**src/rtl/acq_pkg.sv**
```systemverilog
// acq_pkg: shared state encoding, word width and sample packing for the ADC acquisition path.
package acq_pkg;
  typedef enum logic [2:0] {IDLE, WARMUP, CAPTURE, DRAIN, DONE} state_e;
  localparam int ACQ_WORD_W = 16;
  function automatic logic [ACQ_WORD_W-1:0] pack_word(input logic tag, input logic [11:0] data);
    return {3'b000, tag, data};
  endfunction
endpackage

```
**src/rtl/adc_acq_controller_if.sv**
```systemverilog
// adc_acq_controller_if: control, ADC and PSRAM write-port signals of the acquisition controller.
interface adc_acq_controller_if #(parameter int ADDR_W = 21);
  logic start, stop, adc_ready, adc_otr, adc_enable;
  logic wr_req, wr_ack, wr_data_valid, busy, done, overflow;
  logic [ADDR_W-1:0] base_addr, wr_addr;
  logic [15:0] num_bursts, wr_data;
  logic [11:0] adc_data;
  modport master (
    input  start, stop, base_addr, num_bursts, adc_ready, adc_data, adc_otr, wr_ack,
    output adc_enable, wr_req, wr_addr, wr_data_valid, wr_data, busy, done, overflow
  );
  modport slave (
    output start, stop, base_addr, num_bursts, adc_ready, adc_data, adc_otr, wr_ack,
    input  adc_enable, wr_req, wr_addr, wr_data_valid, wr_data, busy, done, overflow
  );
endinterface

```
**src/rtl/acq_fifo.sv**
```systemverilog
// acq_fifo: synchronous sample FIFO with occupancy count and a flush that empties it in one cycle.
module acq_fifo #(
  parameter int W = 16,
  parameter int DEPTH = 16,
  localparam int AW = $clog2(DEPTH)
) (
  input  logic         clk,
  input  logic         rst_n,
  input  logic         push,
  input  logic         pop,
  input  logic         flush,
  input  logic [W-1:0] wdata,
  output logic [W-1:0] rdata,
  output logic [AW:0]  count,
  output logic         full,
  output logic         empty
);
  logic [W-1:0] mem_q [DEPTH];
  logic [AW-1:0] wp_q, rp_q;
  logic [AW:0] cnt_q;
  logic do_push, do_pop;
  assign full = cnt_q == (AW+1)'(DEPTH);
  assign empty = cnt_q == '0;
  assign do_push = push && !full;
  assign do_pop = pop && !empty;
  assign rdata = mem_q[rp_q];
  assign count = cnt_q;
  always_ff @(posedge clk) begin
    if (!rst_n || flush) begin
      wp_q <= '0;
      rp_q <= '0;
      cnt_q <= '0;
    end else begin
      if (do_push) wp_q <= wp_q + AW'(1);
      if (do_pop) rp_q <= rp_q + AW'(1);
      cnt_q <= cnt_q + (AW+1)'(do_push) - (AW+1)'(do_pop);
    end
  end
  always_ff @(posedge clk) begin
    if (do_push) mem_q[wp_q] <= wdata;
  end
endmodule

```
**src/rtl/adc_acq_controller.sv**
```systemverilog
// adc_acq_controller: sequences one ADC capture run into fixed-length PSRAM write bursts.
// Define ADC_OTR_TAG_EN to carry adc_otr in bit 12 of each stored word.
module adc_acq_controller
  import acq_pkg::*;
#(
  parameter int BURST_WORDS = 8,
  parameter int FIFO_DEPTH = 16,
  parameter int ADDR_W = 21,
  parameter int DISCARD = 2
) (
  input logic clk_PSRAM,
  input logic rst_n,
  adc_acq_controller_if.master bus
);
  localparam int CW = $clog2(FIFO_DEPTH) + 1;
  localparam int BL = $clog2(BURST_WORDS);
  localparam int PW = 16 + BL;
  localparam int DW = $clog2(DISCARD + 1);
  localparam logic [CW-1:0] BWC = CW'(BURST_WORDS);
  localparam logic [BL:0] BWB = (BL+1)'(BURST_WORDS);
`ifdef ADC_OTR_TAG_EN
  localparam bit TAG_EN = 1'b1;
`else
  localparam bit TAG_EN = 1'b0;
`endif
  state_e state_q, state_d;
  logic [ADDR_W-1:0] addr_q, addr_d;
  logic [15:0] nb_q, nb_d;
  logic [PW-1:0] cnt_q, cnt_d;
  logic [DW-1:0] disc_q, disc_d;
  logic [BL:0] beat_q, beat_d;
  logic req_q, req_d, en_q, en_d, done_q, done_d, ovf_q, ovf_d;
  logic push, pop, flush, full, empty, valid;
  logic [CW-1:0] fcnt;
  logic [ACQ_WORD_W-1:0] rdata;
  acq_fifo #(.W(ACQ_WORD_W), .DEPTH(FIFO_DEPTH)) u_fifo (
    .clk(clk_PSRAM), .rst_n(rst_n), .push(push), .pop(pop), .flush(flush),
    .wdata(pack_word(TAG_EN && bus.adc_otr, bus.adc_data)), .rdata(rdata),
    .count(fcnt), .full(full), .empty(empty)
  );
  assign valid = beat_q != '0;
  assign pop = valid && !empty;
  always_comb begin
    state_d = state_q;
    addr_d = addr_q;
    nb_d = nb_q;
    cnt_d = cnt_q;
    disc_d = disc_q;
    beat_d = beat_q;
    req_d = req_q;
    en_d = en_q;
    done_d = 1'b0;
    ovf_d = ovf_q;
    push = 1'b0;
    flush = 1'b0;
    case (state_q)
      IDLE: if (bus.start) begin
        if (bus.num_bursts == '0) done_d = 1'b1;
        else begin
          state_d = WARMUP;
          addr_d = bus.base_addr;
          nb_d = bus.num_bursts;
          cnt_d = '0;
          disc_d = '0;
          ovf_d = 1'b0;
          en_d = 1'b1;
        end
      end
      WARMUP: if (bus.stop) begin
        state_d = DRAIN;
        en_d = 1'b0;
      end else if (bus.adc_ready) begin
        disc_d = disc_q + DW'(1);
        state_d = disc_q == DW'(DISCARD - 1) ? CAPTURE : WARMUP;
      end
      CAPTURE: begin
        push = bus.adc_ready && !full;
        ovf_d = ovf_q || (bus.adc_ready && full);
        cnt_d = push ? cnt_q + PW'(1) : cnt_q;
        if (bus.stop || (push && cnt_q + PW'(1) == {nb_q, BL'(0)})) begin
          state_d = DRAIN;
          en_d = 1'b0;
        end
      end
      // Only a partial burst can be left once the engine is idle; it is discarded.
      DRAIN: if (!req_q && !valid && fcnt < BWC) begin
        flush = 1'b1;
        state_d = DONE;
        done_d = 1'b1;
      end
      DONE: state_d = IDLE;
      default: state_d = IDLE;
    endcase
    if ((state_q == CAPTURE || state_q == DRAIN) && !req_q && !valid && fcnt >= BWC) req_d = 1'b1;
    if (req_q && bus.wr_ack) begin
      req_d = 1'b0;
      beat_d = BWB;
    end
    if (valid) begin
      beat_d = beat_q - (BL+1)'(1);
      addr_d = beat_q == (BL+1)'(1) ? addr_q + ADDR_W'(BURST_WORDS) : addr_d;
    end
  end
  always_ff @(posedge clk_PSRAM) begin
    if (!rst_n) begin
      state_q <= IDLE;
      addr_q <= '0;
      nb_q <= '0;
      cnt_q <= '0;
      disc_q <= '0;
      beat_q <= '0;
      req_q <= 1'b0;
      en_q <= 1'b0;
      done_q <= 1'b0;
      ovf_q <= 1'b0;
    end else begin
      state_q <= state_d;
      addr_q <= addr_d;
      nb_q <= nb_d;
      cnt_q <= cnt_d;
      disc_q <= disc_d;
      beat_q <= beat_d;
      req_q <= req_d;
      en_q <= en_d;
      done_q <= done_d;
      ovf_q <= ovf_d;
    end
  end
  assign bus.adc_enable = en_q;
  assign bus.wr_req = req_q;
  assign bus.wr_addr = addr_q;
  assign bus.wr_data_valid = valid;
  assign bus.wr_data = valid ? rdata : '0;
  assign bus.busy = state_q != IDLE;
  assign bus.done = done_q;
  assign bus.overflow = ovf_q;
endmodule

```
**src/flat_wrapper.sv**
```systemverilog
// flat-port wrapper written by rule: the top's interface ports become plain ports
module adc_acq_controller_flat import acq_pkg::*;
#(
  parameter int BURST_WORDS = 8,
  parameter int FIFO_DEPTH = 16,
  parameter int ADDR_W = 21,
  parameter int DISCARD = 2
)
  (clk_PSRAM, rst_n, bus_start, bus_stop, bus_base_addr, bus_num_bursts, bus_adc_ready, bus_adc_data, bus_adc_otr, bus_wr_ack, bus_adc_enable, bus_wr_req, bus_wr_addr, bus_wr_data_valid, bus_wr_data, bus_busy, bus_done, bus_overflow);
  adc_acq_controller_if #(.ADDR_W(ADDR_W)) bus_i ();
  input logic clk_PSRAM;
  input logic rst_n;
  input wire logic [$bits(bus_i.start)-1:0] bus_start;
  input wire logic [$bits(bus_i.stop)-1:0] bus_stop;
  input wire logic [$bits(bus_i.base_addr)-1:0] bus_base_addr;
  input wire logic [$bits(bus_i.num_bursts)-1:0] bus_num_bursts;
  input wire logic [$bits(bus_i.adc_ready)-1:0] bus_adc_ready;
  input wire logic [$bits(bus_i.adc_data)-1:0] bus_adc_data;
  input wire logic [$bits(bus_i.adc_otr)-1:0] bus_adc_otr;
  input wire logic [$bits(bus_i.wr_ack)-1:0] bus_wr_ack;
  output wire logic [$bits(bus_i.adc_enable)-1:0] bus_adc_enable;
  output wire logic [$bits(bus_i.wr_req)-1:0] bus_wr_req;
  output wire logic [$bits(bus_i.wr_addr)-1:0] bus_wr_addr;
  output wire logic [$bits(bus_i.wr_data_valid)-1:0] bus_wr_data_valid;
  output wire logic [$bits(bus_i.wr_data)-1:0] bus_wr_data;
  output wire logic [$bits(bus_i.busy)-1:0] bus_busy;
  output wire logic [$bits(bus_i.done)-1:0] bus_done;
  output wire logic [$bits(bus_i.overflow)-1:0] bus_overflow;
  assign bus_i.start = bus_start;
  assign bus_i.stop = bus_stop;
  assign bus_i.base_addr = bus_base_addr;
  assign bus_i.num_bursts = bus_num_bursts;
  assign bus_i.adc_ready = bus_adc_ready;
  assign bus_i.adc_data = bus_adc_data;
  assign bus_i.adc_otr = bus_adc_otr;
  assign bus_i.wr_ack = bus_wr_ack;
  assign bus_adc_enable = bus_i.adc_enable;
  assign bus_wr_req = bus_i.wr_req;
  assign bus_wr_addr = bus_i.wr_addr;
  assign bus_wr_data_valid = bus_i.wr_data_valid;
  assign bus_wr_data = bus_i.wr_data;
  assign bus_busy = bus_i.busy;
  assign bus_done = bus_i.done;
  assign bus_overflow = bus_i.overflow;
  adc_acq_controller #(.BURST_WORDS(BURST_WORDS), .FIFO_DEPTH(FIFO_DEPTH), .ADDR_W(ADDR_W), .DISCARD(DISCARD)) u_core (.clk_PSRAM(clk_PSRAM), .rst_n(rst_n), .bus(bus_i));
endmodule
```
**config.mk**
```make
export PLATFORM = sky130hd
export DESIGN_NAME = adc_acq_controller_flat
export DESIGN_NICKNAME = d
export VERILOG_FILES = /design/src/rtl/acq_pkg.sv /design/src/rtl/adc_acq_controller_if.sv /design/src/rtl/acq_fifo.sv /design/src/rtl/adc_acq_controller.sv /design/src/flat_wrapper.sv
export SDC_FILE = /design/constraint.sdc
export NUM_CORES = 1
export LEC_CHECK = 0
export CORE_MARGIN = 3
export CORE_UTILIZATION = 35
export DETAILED_ROUTE_END_ITERATION = 10
export PLACE_DENSITY = 0.51
export SYNTH_ARGS = -nofsm -noshare
export SYNTH_HDL_FRONTEND = slang
export SYNTH_SLANG_ARGS = --single-unit
```
**constraint.sdc**
```tcl
create_clock -name clk_PSRAM -period 8.62 [get_ports clk_PSRAM]
set_clock_uncertainty 0.1 [all_clocks]
set_input_delay 2.586 -clock clk_PSRAM [delete_from_list [all_inputs] [get_ports clk_PSRAM]]
set_output_delay 2.586 -clock clk_PSRAM [all_outputs]
set_load 0.02 [all_outputs]
```
Word-level counts from Yosys, hierarchy flattened
Memory sizes are Yosys's and may differ from the RTL's. A register that Yosys moved wholly into a read port is not among the register bits.
Cells that the tools add are included.
{"block": "totals", "register_bits": 82, "ramBits": 192, "input_bits": 56, "out_inout_bits": 43, "wordCells": 122, "memories": 1}
{"name": "u_core.u_fifo.mem_q", "depth": 16, "word_bits": 12, "rd": 1, "rd_ports_with_merged_regs": 1, "write_ports": 1, "line": "acq_fifo.sv:18", "source": "logic [W-1:0] mem_q [DEPTH];"}
{"block": "op_classes", "addsub": 8, "n_lt_le_gt_ge": 2, "eq_ne": 16, "muxes": 43, "n_bitwise": 2, "reduce_logical": 37}
{"op": "$mux W21", "count": 5}
{"op": "$mux W19", "count": 3}
{"op": "$pmux W19 S2", "count": 1}
{"op": "$add A21 B4 Y21 const B", "count": 1}
{"op": "$add A19 B1 Y19 const B", "count": 1}
{"op": "$eq A19 B19 Y1", "count": 1}
{"op": "$mux W3", "count": 6}
{"op": "$logic_not A16 Y1", "count": 1}
{"op": "$mux W16", "count": 1}
{"op": "$mux W4", "count": 4}
{"op": "$reduce_and A5 Y1", "count": 3}
{"op": "$mux W1", "count": 13}
{"op": "$logic_and A1 B1 Y1", "count": 12}
{"op": "$pmux W3 S4", "count": 1}
{"op": "$mux W2", "count": 5}
{"op": "$ne A2 B2 Y1 const B", "count": 5}
{"op": "$add A4 B1 Y4 const B", "count": 2}
{"op": "$eq A3 B2 Y1 const B", "count": 2}
{"op": "$ne A2 B1 Y1 const B", "count": 3}
{"op": "$reduce_and A3 Y1", "count": 2}
{"op": "$reduce_bool A2 Y1", "count": 3}
{"op": "$reduce_bool A3 Y1", "count": 2}
{"op": "$add A5 B1 Y5", "count": 1}
{"op": "$eq A5 B5 Y1 const B", "count": 1}
{"op": "20 further kinds", "count": 29}

Depth between registers and ports, before layout
Gate-level depths: netlist of run 1.
{"block": "depth", "depth_word": 8, "mapped_depth": 17, "ltp_nobuf": 16}

Hierarchy
Synthesis of run 1 repeated with hierarchy kept, for this count alone.
{"block": "unflattened", "cells_unflattened": 1045, "hier_area_um2": 14557.7}
{"mod": "acq_fifo", "instances": 1, "cells_each": 504, "area_each_um2": 10546.4, "seq_area_each_um2": 8027.7}
{"mod": "adc_acq_controller", "instances": 1, "cells_each": 541, "area_each_um2": 4011.3, "seq_area_each_um2": 1381.3}

Worst setup path before layout of run 1
No wires, ideal clock.
{"block": "synth_path", "path_kind": "reg-to-output", "from": "register with a tool-made name", "to": "output port bus_wr_data[0]", "t_arrival_ps": 2379, "required_time_ps": 5934, "setup_slack_ps": 3555, "stages_incl_launch_ff": 6, "n_path_buf": 2, "path_cell_list": "dfxtp_1 > buf_1 > buf_2 > mux4_2 > mux4_2 > and2_1"}
{"item": "to (decl)", "line": "flat_wrapper.sv:25", "source": "output wire logic [$bits(bus_i.wr_data)-1:0] bus_wr_data;"}

==> results of run 1 <==
==> sequential cells by signal (all words and copies together) (netlist names), named ones only <==
register	flops
u_core.bus.done	1
u_core.disc_q	2
u_core.u_fifo.mem_q	192
u_core.cnt_q	19
u_core.state_q	3
u_core.beat_q	4
u_core.u_fifo.count	5
u_core.u_fifo.wp_q	4
u_core.bus.overflow	1
u_core.nb_q	16
u_core.bus.adc_enable	1
u_core.bus.wr_addr	21
u_core.bus.wr_req	1
u_core.u_fifo.rp_q	4
==> report_power, final <==
part	total [uW]	switching (uW)	internal, uW
combinational	237	134	103
sequential	1480	30.0	1450
clock	1270	542	732
total	2990	706	2290
==> worst max-delay path: stages, from the launching register on <==
cell             delay, ns
dfxtp_4               1.03
mux4_2                0.62
mux4_2                0.52
and2_1                0.18
clkdlybuf4s50_1       0.53
==> cell usage in the layout, fill, tap and decap left out, types with 4 or more instances in the layout <==
| master | netlist | layout |
|---|---|---|
| edfxtp_1 | 192 | 192 |
| clkdlybuf4s50_1 | 0 | 93 |
| dfxtp_1 | 86 | 84 |
| nand2_1 | 77 | 77 |
| mux4_2 | 60 | 60 |
| a21oi_1 | 57 | 57 |
| nor2_1 | 49 | 49 |
| o21ai_0 | 36 | 36 |
| clkbuf_16 | 0 | 30 |
| and2_1 | 25 | 25 |
| inv_1 | 21 | 21 |
| nand3_1 | 21 | 21 |
| xnor2_1 | 19 | 19 |
| ha_1 | 17 | 17 |
| nor3_1 | 14 | 13 |
| nand4_1 | 13 | 13 |
| nor2b_1 | 12 | 12 |
| xor2_1 | 11 | 11 |
| and3_1 | 10 | 10 |
| nor4_1 | 9 | 9 |
| or3_1 | 9 | 9 |
| nand2b_1 | 9 | 9 |
| a21boi_0 | 9 | 9 |
| clkinv_2 | 0 | 9 |
| a31oi_1 | 7 | 7 |
| nand3b_1 | 7 | 7 |
| and4_1 | 7 | 7 |
| buf_4 | 8 | 7 |
| o21a_1 | 5 | 5 |
| o211ai_1 | 5 | 5 |
| a221oi_1 | 5 | 5 |
| clkinv_1 | 0 | 5 |
| a211oi_1 | 4 | 4 |
| conb_1 | 1 | 4 |
| clkinvlp_4 | 0 | 4 |
==> routing by layer <==
layer,GRT usage,wire (um),vias to the layer above
met3,0.0300,1440,39
met5,0,0,-
met2,0.264,13900,187
li1,-,-,3633
met1,0.205,12500,3835
met4,0.0361,598,0
==> kinds of logic (layout without fill, tap and decap cells) <==
family                   after synthesis  after routing
other                                  1              4
buffers and inverters                 71            177
multiplexers                          63             63
flip-flops                           278            278
AND/OR/NAND/NOR                      279            279
XOR/XNOR                              30             30
adder cells (fa/ha/maj)               18             18
AO/OA/AOI/OAI                        159            159
==> layout make-up <==
| class | instances | area [um2] | area share |
|---|---|---|---|
| clock buffer | 31 | 754 | 0.0521 |
| clock inverter | 25 | 240 | 0.0166 |
| inverter | 21 | 78.8 | 0.00544 |
| multi-input combinational | 553 | 4370 | 0.302 |
| sequential | 278 | 7490 | 0.517 |
| tap | 448 | 561 | 0.0387 |
| timing repair buffer | 100 | 983 | 0.0679 |
==> path summary, 6_finish.rpt <==
| check | to | startpoint | slack [ns] |
|---|---|---|---|
| worst max-delay path | bus_wr_data[1] | register | 2.48 |
| worst max register to register | u_core.u_fifo.count[4] | u_core.u_fifo.count[2] | 5.00 |
| worst min register to register | u_core.bus.wr_addr[2] | u_core.bus.wr_addr[2] | 0.36 |
| worst min-delay path | u_core.bus.wr_addr[2] | u_core.bus.wr_addr[2] | 0.36 |
==> through the flow <==
step	utilization	power, uW
6_report	0.428	2990
5_1_grt	0.428	3120
4_1_cts	0.428	3040
3_5_place_dp	0.398	1750
3_3_place_gp	0.398	1750
2_1_floorplan	-	1640
==> flow_metrics.tcl, run 1 <==
set metrics [dict create \
    grtUsageTotal 0.155 \
    fillers 3184 \
    grt_overflow 0 \
    synth_fa_ha_area_frac 0.0192 \
    yosys_warnings 0 \
    drive_gt1_frac 0.128 \
    core_mm2 0.0339 \
    fin_hold_ws_ns 0.364 \
    vdd_drop_max_v 0.000166 \
    final_max_slew_viol_count 0 \
    clock.fmax_mhz 163 \
    reg2regPathDepth 17 \
    drtPass1Iterations 6 \
    cts-buffers-inserted 30 \
    clk_pin_slew_ns 0.06 \
    synth_area_leader_cell "edfxtp_1" \
    wirelength_um 28400 \
    crit_arrival_ns 3.45 \
    yosys.area_share.simple 0.122 \
    synthCells 899 \
    netlist_area_mm2 0.0121 \
    place_hpwl_um 17200 \
    clk_latency_ns 0.56 \
    cts_tree "yes" \
    finalSetupTns_ns 0 \
    antenna_found_initial 0 \
    rsz0062_at_grt "no" \
    ys_types 69 \
    synth_ff_type "edfxtp_1" \
    whs_path_depth 2 \
    dieWidth_um 192 \
    ys_top_cells_by_count "edfxtp_1 (192), dfxtp_1 (86), nand2_1 (77), mux4_2 (60), a21oi_1 (57)" \
    cp-end-kind "primary output" \
    cts-resized-gates 0 \
    maxCapViolations 0 \
    cts_root_buf "clkbuf_16" \
    synth_compound_area_frac 0.0817 \
    dieArea_mm2 0.0370 \
    ant_nets 0 \
    syn_avg_cell_area_um2 13.5 \
    worstPathMaxFanout 48 \
    postCtsSetupRepairBufs 0 \
    hp-class "reg2reg" \
    worstSetupPathType "reg2out" \
    relSlewSlack 0.280 \
    fin_crit_sh 0.712 \
    place_area_mm2 0.0135 \
    powerDensity_mw_per_mm2 207 \
    setup_viol 0 \
    setup_slack_ns 2.48 \
    drtIter0Drc 555 \
    ys_ff_latch 278 \
    preCtsSetupSlack_ns 2.51 \
    place_inst 1400 \
    async_flop_share 0 \
    wl_per_cell_um 19.5 \
    drc_errors 0 \
    period_needed_ns 6.14 \
    synth_top_family_by_area "simple AND/OR/NAND/NOR gates" \
    io_buffer_count 93 \
    yosysSeqAreaShare 0.617 \
    synth_most_common_cell "edfxtp_1" \
    vias_per_cell 5.28 \
    htree_levels 1 \
    cts.sinks 278 \
    dieHeight_um 192 \
    hold_viol 0 \
    stdcell_count 1456 \
    synthMuxAreaShare 0.114 \
    grt_pass1_wl_um 44600 \
    synth-xor-area-share 0.0216 \
    hold_buffers 0 \
    fin_area_mm2 0.0145 \
    vias 7694 \
    ios 99 \
    synth_edf_count 192 \
    start_kind "register" \
    antenna_cells 0 \
    syn_to_final_growth_pct 19.3 \
    clockBufferDepth 3 \
    synth_top_cell_area_share 0.475 \
    grt_max_degree 49 \
    leakagePower_uw 0.00463 \
    outcome "completed" \
    synth_area_leaders "edfxtp_1 (47%), dfxtp_1 (14%), mux4_2 (11%)" \
    worstMarginPinSlew_ns 1.07 \
    required_ns 5.93 \
    gp_congestion 0.750 \
    fin_nets 1058 \
    initial_utilization 0.359 \
    grt_pass1_vias 7719 \
    num_rows 67 \
]
Power figures use the tool's default switching activity.
==> inputs of run 2 (changes only) <==
--- a/config.mk
+++ b/config.mk
@@ -8,7 +8,7 @@
 export CORE_MARGIN = 3
 export CORE_UTILIZATION = 35
 export DETAILED_ROUTE_END_ITERATION = 10
-export PLACE_DENSITY = 0.51
+export PLACE_DENSITY = 0.53
 export SYNTH_ARGS = -nofsm -noshare
 export SYNTH_HDL_FRONTEND = slang
 export SYNTH_SLANG_ARGS = --single-unit
==> constraint.sdc (replaced) <==
create_clock -name clk_PSRAM -period 5.19 [get_ports clk_PSRAM]
set_clock_uncertainty 0.1 [all_clocks]
set_input_delay 1.557 -clock clk_PSRAM [delete_from_list [all_inputs] [get_ports clk_PSRAM]]
set_output_delay 1.557 -clock clk_PSRAM [all_outputs]
set_load 0.02 [all_outputs]
==> run 2 against run 1 <==
  * Count of clock-buffer cells in the layout grew 1
  * Power rose by 69%
  * Combinational power increased by 68%
  * Global-route usage down 0.19 points
  * Core utilization rose by 0.67 points
  * Non-clock buffer count grew 22
==> flow_metrics.tcl, run 2 (synthesized netlist as in run 1, its figures left out) <==
set metrics [dict create \
    clock.fmax_mhz 203 \
    slowest_stage "dfxtp_4" \
    drive_gt1_frac 0.144 \
    cp-end-kind "primary output" \
    fillers 3130 \
    p_int_uw 3880 \
    final_cell_mix "edfxtp_1 (192), clkdlybuf4s50_1 (93), dfxtp_1 (84), nand2_1 (77), mux4_2 (60)" \
    antenna_cells 0 \
    postCtsSetupRepairBufs 0 \
    core_mm2 0.0339 \
    grt_pass1_vias 7746 \
    drtPass1Iterations 5 \
    pwr-share-clk 0.435 \
    r2r-start "u_core.cnt_q[0]" \
    antenna_found_initial 0 \
    drtIter0Drc 511 \
    syn_to_final_growth_pct 21.1 \
    final_max_slew_viol_count 0 \
    hold_buffers 0 \
    vdd_drop_max_v 0.000245 \
    place_hpwl_um 17300 \
    num_rows 67 \
    ant_nets 0 \
    leakagePower_uw 0.00477 \
    switching_share 0.233 \
    vias_per_cell 5.20 \
    powerDensity_mw_per_mm2 344 \
    rsz0062_at_grt "no" \
    dieHeight_um 192 \
    fin_crit_sh 0.949 \
    start_kind "register" \
    grt_pass1_wl_um 44300 \
    clockBufferDepth 3 \
    gp_congestion 0.809 \
    relSlewSlack 0.266 \
    cp_top_family "multiplexers" \
    post-route-util 0.434 \
    seq_power_share 0.486 \
    fin_nets 1081 \
    dieArea_mm2 0.0370 \
    crit_top_cell "mux4_2" \
    clk_pin_slew_ns 0.06 \
    ios 99 \
    clk_latency_ns 0.56 \
    maxCapViolations 0 \
    worstSetupPathType "reg2out" \
    grt_overflow 0 \
    switchingPower_uw 1180 \
    initial_utilization 0.359 \
    crit_arrival_ns 3.27 \
    grtUsageTotal 0.153 \
    hp-class "reg2reg" \
    cts_root_buf "clkbuf_16" \
    vias 7699 \
    cts-resized-gates 0 \
    cts-buffers-inserted 31 \
    final_common_cell "edfxtp_1" \
    critPathMaxStageDelay_ns 0.58 \
    htree_levels 1 \
    outcome "completed" \
    worstPathMaxFanout 17 \
    setup_viol 0 \
    period_needed_ns 4.92 \
    dieWidth_um 192 \
    hp-start "u_core.bus.wr_addr[0]" \
    wirelength_um 28400 \
    io_buffer_count 93 \
    required_ns 3.53 \
    worstMarginPinSlew_ns 1.09 \
    grt_max_degree 49 \
    cts.sinks 278 \
    hold_viol 0 \
    crit_buf_inv 2 \
    wl_per_cell_um 19.2 \
    drc_errors 0 \
    regMostFlops "u_core.u_fifo.mem_q" \
    combPwrFrac 0.079 \
    finalSetupTns_ns 0 \
    largest_reg_flops 192 \
    worstPathCellList "buf_4 > mux4_2 > mux4_2 > and2_1 > clkdlybuf4s50_1" \
    cts_tree "yes" \
]
## run 2: cell count changes in the layout (fill, tap and decap cells not counted), sizes merged
cell	delta
bufinv	+1
buf	+22
inv	+1
clkbuf	+1
clkinvlp	-1
## run 2: cell type report
| cell class | count | area (um2) | share of cell area |
|---|---|---|---|
| Clock buffer | 32 | 779 | 0.0530 |
| Inverter | 21 | 78.8 | 0.00536 |
| Timing Repair Buffer | 122 | 1170 | 0.0798 |
| Multi-Input combinational cell | 553 | 4370 | 0.297 |
| Tap cell | 448 | 561 | 0.0381 |
| Sequential cell | 278 | 7490 | 0.509 |
| Clock inverter | 26 | 251 | 0.0171 |
## run 2: final timing paths
kind | end | slack [ns] | cells past startpoint
max | bus_wr_data[1] | 0.27 | 5
min | u_core.bus.wr_addr[0] | 0.36 | 2
max reg2reg | u_core.bus.adc_enable | 1.82 | 7
min reg2reg | u_core.bus.wr_addr[0] | 0.36 | 2
## run 2: per-stage QoR
step	instances	total power [uW]	setup slack, ns	hold WS (ns)	instance area (um2)
floorplan	902	2720	1.15	0.344	12200
global placement	1422	2910	0.821	0.345	13700
finish	1480	5060	0.266	0.363	14700
CTS	1480	5130	0.179	0.361	14700
detailed placement	1422	2910	0.823	0.349	13700
global route	1480	5260	0.0859	0.402	14700
## run 2: power groups by stage
stage / Clock (uW) / Sequential (uW) / Combinational [uW]
CTS: 2270 / 2460 / 404
global placement: 0 / 2510 / 399
floorplan: 0 / 2520 / 204
finish: 2200 / 2460 / 398
global route: 2350 / 2470 / 441
detailed placement: 0 / 2510 / 402
## run 2: metal layers
metal	track usage	wire length (um)
met3	0.0289	1310
met1	0.202	12900
met4	0.0305	443
met5	0	0
met2	0.266	13800
## run 2: worst min-delay path, delay by kind of cell (launching register included)
| kind | cells | cell delay [ns] |
|---|---|---|
| compound gates | 1 | 0.05 |
| flops | 1 | 0.31 |
| simple gates | 1 | 0.05 |
